==> src/rtl/regfile_mp_if.sv <==
// regfile_mp_if: read/write/reserve bus of the multi-port register file.
// master drives addresses, write data/enables and Reserve; slave returns ReadData, ReadBusy, BusyCount.
interface regfile_mp_if #(
  parameter int WIDTH  = 32,
  parameter int ADDR_W = 5,
  parameter int NREAD  = 2
);
  logic [NREAD*ADDR_W-1:0] ReadRegister;
  logic [NREAD*WIDTH-1:0]  ReadData;
  logic [NREAD-1:0]        ReadBusy;
  logic [ADDR_W-1:0]       WriteRegister1;
  logic [WIDTH-1:0]        WriteData1;
  logic                    RegWrite1;
  logic [ADDR_W-1:0]       WriteRegister2;
  logic [WIDTH-1:0]        WriteData2;
  logic                    RegWrite2;
  logic                    Reserve;
  logic [ADDR_W-1:0]       ReserveRegister;
  logic [ADDR_W:0]         BusyCount;
  modport master (
    output ReadRegister, WriteRegister1, WriteData1, RegWrite1,
           WriteRegister2, WriteData2, RegWrite2, Reserve, ReserveRegister,
    input  ReadData, ReadBusy, BusyCount
  );
  modport slave (
    input  ReadRegister, WriteRegister1, WriteData1, RegWrite1,
           WriteRegister2, WriteData2, RegWrite2, Reserve, ReserveRegister,
    output ReadData, ReadBusy, BusyCount
  );
endinterface

==> src/rtl/regfile_mp.sv <==
// regfile_mp: NREAD-read / 2-write register file with optional bypass, zero register and busy scoreboard.
// Ports: Clk, Reset (async active-high), bus (regfile_mp_if.slave: reads, two writes, Reserve, BusyCount).
module regfile_mp #(
  parameter int WIDTH    = 32,
  parameter int ADDR_W   = 5,
  parameter int NREAD    = 2,
  parameter int BYPASS   = 0,
  parameter int ZERO_REG = 1
) (
  input logic         Clk,
  input logic         Reset,
  regfile_mp_if.slave bus
);
  localparam int DEPTH = 1 << ADDR_W;
  localparam logic ZR = (ZERO_REG != 0);
  localparam logic BP = (BYPASS != 0);
  logic [WIDTH-1:0]  regs_q [DEPTH];
  logic [DEPTH-1:0]  busy_q, busy_d;
  logic [ADDR_W:0]   cnt_q, cnt_d;
  logic              we1, we2, rsv;
  // Effective enables: register 0 is untouchable when hardwired, and nothing
  // is accepted while Reset is held (this also keeps bypass from leaking data).
  assign we1 = bus.RegWrite1 && !Reset && !(ZR && bus.WriteRegister1 == '0);
  assign we2 = bus.RegWrite2 && !Reset && !(ZR && bus.WriteRegister2 == '0);
  assign rsv = bus.Reserve   && !Reset && !(ZR && bus.ReserveRegister == '0);
  // Per-register scoreboard: a write retires the producer, a Reserve in the
  // same cycle marks a new one, so set dominates clear.
  always_comb begin
    busy_d = busy_q;
    cnt_d  = '0;
    for (int r = 0; r < DEPTH; r++) begin
      if ((we1 && bus.WriteRegister1 == ADDR_W'(r)) || (we2 && bus.WriteRegister2 == ADDR_W'(r)))
        busy_d[r] = 1'b0;
      if (rsv && bus.ReserveRegister == ADDR_W'(r))
        busy_d[r] = 1'b1;
      cnt_d = cnt_d + {{ADDR_W{1'b0}}, busy_d[r]};
    end
  end
  // Port 2 is applied last so it wins an address collision.
  always_ff @(posedge Clk or posedge Reset) begin
    if (Reset) begin
      for (int i = 0; i < DEPTH; i++) regs_q[i] <= '0;
      busy_q <= '0;
      cnt_q  <= '0;
    end else begin
      if (we1) regs_q[bus.WriteRegister1] <= bus.WriteData1;
      if (we2) regs_q[bus.WriteRegister2] <= bus.WriteData2;
      busy_q <= busy_d;
      cnt_q  <= cnt_d;
    end
  end
  assign bus.BusyCount = cnt_q;
  for (genvar g = 0; g < NREAD; g++) begin : g_rd
    logic [ADDR_W-1:0] ra;
    assign ra = bus.ReadRegister[g*ADDR_W +: ADDR_W];
    assign bus.ReadData[g*WIDTH +: WIDTH] =
      (ZR && ra == '0)                             ? '0             :
      (BP && we2 && bus.WriteRegister2 == ra)      ? bus.WriteData2 :
      (BP && we1 && bus.WriteRegister1 == ra)      ? bus.WriteData1 :
                                                     regs_q[ra];
    assign bus.ReadBusy[g] = busy_q[ra];
  end
endmodule

==> src/flat_wrapper.sv <==
// flat-port wrapper written by rule: the top's interface ports become plain ports
module regfile_mp_flat 
#(
  parameter int WIDTH    = 32,
  parameter int ADDR_W   = 5,
  parameter int NREAD    = 2,
  parameter int BYPASS   = 0,
  parameter int ZERO_REG = 1
)
  (Clk, Reset, bus_ReadRegister, bus_WriteRegister1, bus_WriteData1, bus_RegWrite1, bus_WriteRegister2, bus_WriteData2, bus_RegWrite2, bus_Reserve, bus_ReserveRegister, bus_ReadData, bus_ReadBusy, bus_BusyCount);
  regfile_mp_if #(.WIDTH(WIDTH), .ADDR_W(ADDR_W), .NREAD(NREAD)) bus_i ();
  input logic Clk;
  input logic Reset;
  input wire logic [$bits(bus_i.ReadRegister)-1:0] bus_ReadRegister;
  input wire logic [$bits(bus_i.WriteRegister1)-1:0] bus_WriteRegister1;
  input wire logic [$bits(bus_i.WriteData1)-1:0] bus_WriteData1;
  input wire logic [$bits(bus_i.RegWrite1)-1:0] bus_RegWrite1;
  input wire logic [$bits(bus_i.WriteRegister2)-1:0] bus_WriteRegister2;
  input wire logic [$bits(bus_i.WriteData2)-1:0] bus_WriteData2;
  input wire logic [$bits(bus_i.RegWrite2)-1:0] bus_RegWrite2;
  input wire logic [$bits(bus_i.Reserve)-1:0] bus_Reserve;
  input wire logic [$bits(bus_i.ReserveRegister)-1:0] bus_ReserveRegister;
  output wire logic [$bits(bus_i.ReadData)-1:0] bus_ReadData;
  output wire logic [$bits(bus_i.ReadBusy)-1:0] bus_ReadBusy;
  output wire logic [$bits(bus_i.BusyCount)-1:0] bus_BusyCount;
  assign bus_i.ReadRegister = bus_ReadRegister;
  assign bus_i.WriteRegister1 = bus_WriteRegister1;
  assign bus_i.WriteData1 = bus_WriteData1;
  assign bus_i.RegWrite1 = bus_RegWrite1;
  assign bus_i.WriteRegister2 = bus_WriteRegister2;
  assign bus_i.WriteData2 = bus_WriteData2;
  assign bus_i.RegWrite2 = bus_RegWrite2;
  assign bus_i.Reserve = bus_Reserve;
  assign bus_i.ReserveRegister = bus_ReserveRegister;
  assign bus_ReadData = bus_i.ReadData;
  assign bus_ReadBusy = bus_i.ReadBusy;
  assign bus_BusyCount = bus_i.BusyCount;
  regfile_mp #(.WIDTH(WIDTH), .ADDR_W(ADDR_W), .NREAD(NREAD), .BYPASS(BYPASS), .ZERO_REG(ZERO_REG)) u_core (.Clk(Clk), .Reset(Reset), .bus(bus_i));
endmodule
==> config.mk <==
export PLATFORM = sky130hd
export DESIGN_NAME = regfile_mp_flat
export DESIGN_NICKNAME = d
export VERILOG_FILES = /design/src/rtl/regfile_mp_if.sv /design/src/rtl/regfile_mp.sv /design/src/flat_wrapper.sv
export SDC_FILE = /design/constraint.sdc
export NUM_CORES = 2
export LEC_CHECK = 0
export ABC_CLOCK_PERIOD_IN_PS = 41100
export CELL_PAD_IN_SITES_DETAIL_PLACEMENT = 0
export CELL_PAD_IN_SITES_GLOBAL_PLACEMENT = 2
export CORE_UTILIZATION = 42
export CTS_CLUSTER_SIZE = 10
export DETAILED_ROUTE_END_ITERATION = 8
export PLACE_DENSITY = 0.83
export SETUP_SLACK_MARGIN = 0.2
export SYNTH_ARGS = -nofsm -noshare
export SYNTH_HDL_FRONTEND = slang
export SYNTH_SLANG_ARGS = --single-unit
==> constraint.sdc <==
create_clock -name Clk -period 41.1 [get_ports Clk]
set_input_delay 4.11 -clock Clk [delete_from_list [all_inputs] [get_ports Clk]]
set_output_delay 4.11 -clock Clk [all_outputs]
set_load 0.02 [all_outputs]
== After elaboration in Yosys (flattened, before gate mapping) ==
Cells that the tools add are included.
Cells by class
  add/sub/neg operators: 31
  magnitude comparators: 8
  equal/unequal tests: 93
  multiplexer cells: 84
  bitwise logic cells: 4
  reduce and logical (&&, ||, !) cells: 145
Operators by type and width (number)
  bitwise mux 1024 bit: 2
  2-to-1 mux 1024 bit: 2
  binary-select mux 32 bit (select 5 bit): 2
  demux 32 bit (select 5 bit): 2
  2-to-1 mux 32 bit: 8
  == test 5 bit, second input constant: 48
  adder 6 x 1 -> 6 bit: 30
  == test 5 x 4 -> 1 bit, second input constant: 24
  logical AND 1 bit: 104
  2-to-1 mux 1 bit: 66
  == test 5 x 3 -> 1 bit, second input constant: 12
  logical OR 1 bit: 32
  == test 5 x 2 -> 1 bit, second input constant: 6
  zero test 5 bit: 5
  >= comparator 6 bit, second input constant: 4
  inverter 5 -> 6 bit: 4
  == test 5 x 1 -> 1 bit, second input constant: 3
  < comparator 5 x 6 -> 1 bit, second input constant: 2
  < comparator 6 x 1 -> 1 bit, second input constant: 2
  binary-select mux 1 bit (select 5 bit): 2
  zero test 1 bit: 4
  adder 1 x 1 -> 2 bit: 1
Storage, ports and cells
  register bits after elaboration: 1062
  output and inout bits: 72
  logic and storage cells: 399

== Logic depth before layout (Yosys ltp) ==
  word-level depth: 38
  mapped depth: 24
  gate-level depth less buffers: 22

== Worst setup path after synthesis ==
Ideal clock, no wire load.
  path type: input-to-output
  from: input bus_ReadRegister[0]
  to: output bus_ReadData[16]
  arrival time: 5932 ps
  path slack: 31058 ps
  stages: 7
  buffers on the path: 4
  cell sequence: buf_2 > buf_4 > buf_2 > nor2b_1 > clkbuf_1 > a22oi_1 > a311oi_1
Between the ends
  longest elaborated chain between the ends: 5
  elaborated cells between the ends (all ways): 6
Ends and longest elaborated chain
  start, declared: RTL line flat_wrapper.sv:14  | input wire logic [$bits(bus_i.ReadRegister)-1:0] bus_ReadRegister;
  inverter 5 -> 6 bit (implied by the code): RTL line regfile_mp.sv:60  | regs_q[ra];
  binary-select mux 32 bit (select 5 bit): RTL line regfile_mp.sv:60
  2-to-1 mux 32 bit (implied by the code) (2 in a row): RTL line regfile_mp.sv:60
  2-to-1 mux 32 bit (*): RTL line regfile_mp.sv:57  | (ZR && ra == '0) ? '0 :
  end, declared: RTL line flat_wrapper.sv:23  | output wire logic [$bits(bus_i.ReadData)-1:0] bus_ReadData;
Every way passes the cells marked *; elsewhere a longest branch is shown, timed or not. The select of a mux whose other input is x is not followed.

== Final worst setup path ==
  from: input bus_ReadRegister[6]
  to: output bus_ReadData[52]
The elaborated chain is that of the path after synthesis.

==> impl_results.md <==
- Clk slew on worst S/H paths: roughly 50 ps
- Post-synthesis sequential area ratio: 0.4024
- Fraction of registers with async set/reset: 1.000
- Cell taking the most area after synthesis: dfrtp_1
- Reg2reg end: u_core.bus.BusyCount[4]$_DFF_PP0_
- Port bufs: 165
- Top Metal Used: met5
- Final WL: 293400 um
- Routed via count: 56960
- Initial antenna violation count: 29
- Reg-to-Reg Start: u_core.busy_q[1]$_DFF_PP0_
- Syn Std Cell Area: approximately 66000 um2
- Core Region: roughly 160000 um2
- Longest Clk Path Bufs: 3
- Worst Hold Path EP: u_core.regs_q[1005]$_DFF_PP0_
- Clock buffer count from CTS: 132
- Post-synth EDFFs: 0
- Setup Skew: approximately 8.0 ps
- Worst Setup End Kind: primary output
- Utilization after layout: 0.4668
- Crit path kind: primary input to primary output
- Total track usage: 0.3665
- Share of layout cells above drive strength 1: 0.1577
- Ordered list of cells on the worst path: buf_8 > buf_4 > buf_4 > buf_4 > mux4_2 > nor2b_1 > a211oi_1 > a311oi_1 > clkdlybuf4s50_1
- Initial Utilization: 0.4228
- CP max stage cell: a311oi_1
- Worst Hold Slack: 397.9 ps
- Yosys Warn Count: 0
- # fillers: 14210
- Crit share post-route: 0.3202
- Final cell count without fillers: between 8000 and 9000
- Die area: about 160000 um2
- Final hold viol count: 0
- Post-synth top area share: 0.4024
- Actual slew at the worst max-slew pin: 1363 ps
- Clock Sinks: 1062
- Ports: 166
- Post-Syn Nets: 6718
- Antenna viol nets, final: 0
- DP Area: 68920 um2
- RePlAce Congestion: 0.8702
- Average cell area after synthesis: ~10 um2
- Synth top area cells: dfrtp_1, mux4_2, mux2i_1
- Worst path required time: 36990 ps
- H-tree levels: 4
- Fin worst setup slack: approximately 28000 ps
- Largest fanout on the critical path: 58
- Pwr Total: roughly 3.6 mW
- Rel. slew slack: 0.09151
- Post-synthesis cell type count: 56
- Max Transition Viols Final: 0
- Leakage power total: about 32 nW
- Horiz. Die Dim: roughly 400 um
- VDD IR max: 0.05655 mV
- Row cnt: 145
- Setup bufs post-CTS: 0
- Top delay family on crit path: buffers and inverters
- Fin area: approximately 73000 um2
- WL met2: roughly 130000 um
- Met3 routed wirelength: 34740 um
- Crit path buffers/inverters: 5
- Pre-CTS WS: roughly 28000 ps
- Placed Cells incl. Taps: 8215
- HPWL Detailed: 159200 um
- HP Start: u_core.regs_q[1005]$_DFF_PP0_
- Crit path largest cell delay: ~930 ps
- WL/cell: 34.81 um
- Multi-input combinational cell area: 36510 um2
- Number of hold-repair buffers added at the cts stage: 0
- RSZ-0062 raised after global routing: no
- Die Height: ~400 um
- DRT Pass-1 Iters: 6
- P&R area growth vs syn: 10.41%
- Area occupied by registers: 26580 um2
- Gate Count Post-Synth: ~6600
- Worst endpoint data arrival time: between 9000 and 10000 ps
- Total negative slack: 0 ps
- PostCTS Resize Cnt: 0
- WHS Path Cells: 0
- Global route overflow: 0
- Final worst path period need: around 13000 ps
- Cell mode on critical path: buf_4
- R2R cell count: 16
- R2R Setup Slk: 35990 ps
- Layout Nets: 6417
- Largest net degree at the start of global routing: 136
- Outcome: finished clean
- M1 wire length: 113900 um
- Drt first-iter violations: 8392
- CTS root buffer: clkbuf_16
- Vias in the first global route: roughly 54000
- DRC viols: 0
- Hold Path Class: flip-flop to flip-flop
- Fmax: 75.99 MHz
- Vias per inst: 6.757
- PD cells: 49.62 nW/um2
- Startpoint types: primary input
- CTS tree: yes
- Final setup fails: 0
- Yosys reg bits: 1062
- Top FF cell, synth: dfrtp_1
- Max-cap violations: 0
- Clock Latency Late Sink: 790 ps
- First-pass GRT wire length: 413500 um
==> sequential cells by signal, summed over array words and instances (netlist names) <==
register	cells
u_core.regs_q	1024
u_core.busy_q	32
u_core.bus.BusyCount	6
==> report_power, final <==
group | leakage (nW) | total, mW | switching [mW] | internal, mW
clock | 1.95 | 1.13 | 0.487 | 0.642
combinational | 16.8 | 0.994 | 0.489 | 0.505
sequential | 13.5 | 1.50 | 0.200 | 1.30
==> worst max path at each step <==
| stage | slack (ps) | cells past startpoint | start | to |
|---|---|---|---|---|
| floorplan | 6650 | 3 | Reset | u_core.bus.BusyCount[0]$_DFF_PP0_ |
| global placement | 27840 | 9 | bus_ReadRegister[6] | bus_ReadData[52] |
| detailed placement | 27820 | 9 | bus_ReadRegister[6] | bus_ReadData[52] |
| CTS | 27820 | 9 | bus_ReadRegister[6] | bus_ReadData[52] |
| global route | 27710 | 9 | bus_ReadRegister[6] | bus_ReadData[52] |
| finish | 27940 | 9 | bus_ReadRegister[6] | bus_ReadData[52] |
==> cell usage in the layout, fill, tap and decap left out, types with 74 or more instances in the layout <==
master | netlist | routed
dfrtp_1 | 1062 | 1062
buf_4 | 18 | 183
clkbuf_16 | 0 | 138
nand2_1 | 1229 | 1193
a31oi_1 | 320 | 320
o21ai_0 | 593 | 593
a21oi_1 | 193 | 193
nor2_1 | 539 | 515
clkdlybuf4s50_1 | 0 | 154
mux4_2 | 468 | 468
nor2b_1 | 78 | 74
mux2i_1 | 800 | 800
==> synthesized netlist by cell type, drive strengths merged (18+ instances only) <==
cell type / n
mux2: 66
clkbuf: 528
buf: 257
a311oi: 64
nor2b: 78
a22oi: 64
fa: 24
mux4: 468
a21oi: 193
a32o: 18
nor2: 552
a211oi: 64
nand2: 1230
a221oi: 47
a31oi: 320
mux2i: 800
inv: 50
dfrtp: 1062
o21ai: 604
==> per-layer routing <==
metal	vias up	track usage
li1	23150	-
met1	28730	0.4959
met2	4123	0.5369
met3	935	0.09596
met4	30	0.1972
met5	-	0
==> kinds of logic after synthesis <==
kind of cell,count (synthesis),share of synthesized area
simple gates,1919,0.1168
flops,1062,0.4024
xor+xnor,2,0.0002653
fa+ha+maj,32,0.008791
mux,1334,0.2921
buf+inv,835,0.05261
compound gates,1408,0.1270
==> worst register-to-register path, stage by stage (launching register included) <==
cell	delay, ps
dfrtp_1	400
a32o_1	250
ha_1	280
inv_1	50
fa_1	450
fa_1	540
fa_1	440
fa_1	510
fa_1	440
fa_1	520
fa_1	190
inv_1	60
fa_1	450
nand2_1	90
nand2_1	60
a21oi_1	180
xnor2_1	140
==> final cells by class <==
type	instances	share of cell area
multi-input cells	4695	0.5007
flip-flops and latches	1062	0.3645
clock buffers	190	0.05251
repair buffers	350	0.04201
well taps	2058	0.03531
inverters	50	0.002746
clock inverters	15	0.001956
diodes	10	0.0003432
Power figures use the tool's default switching activity.
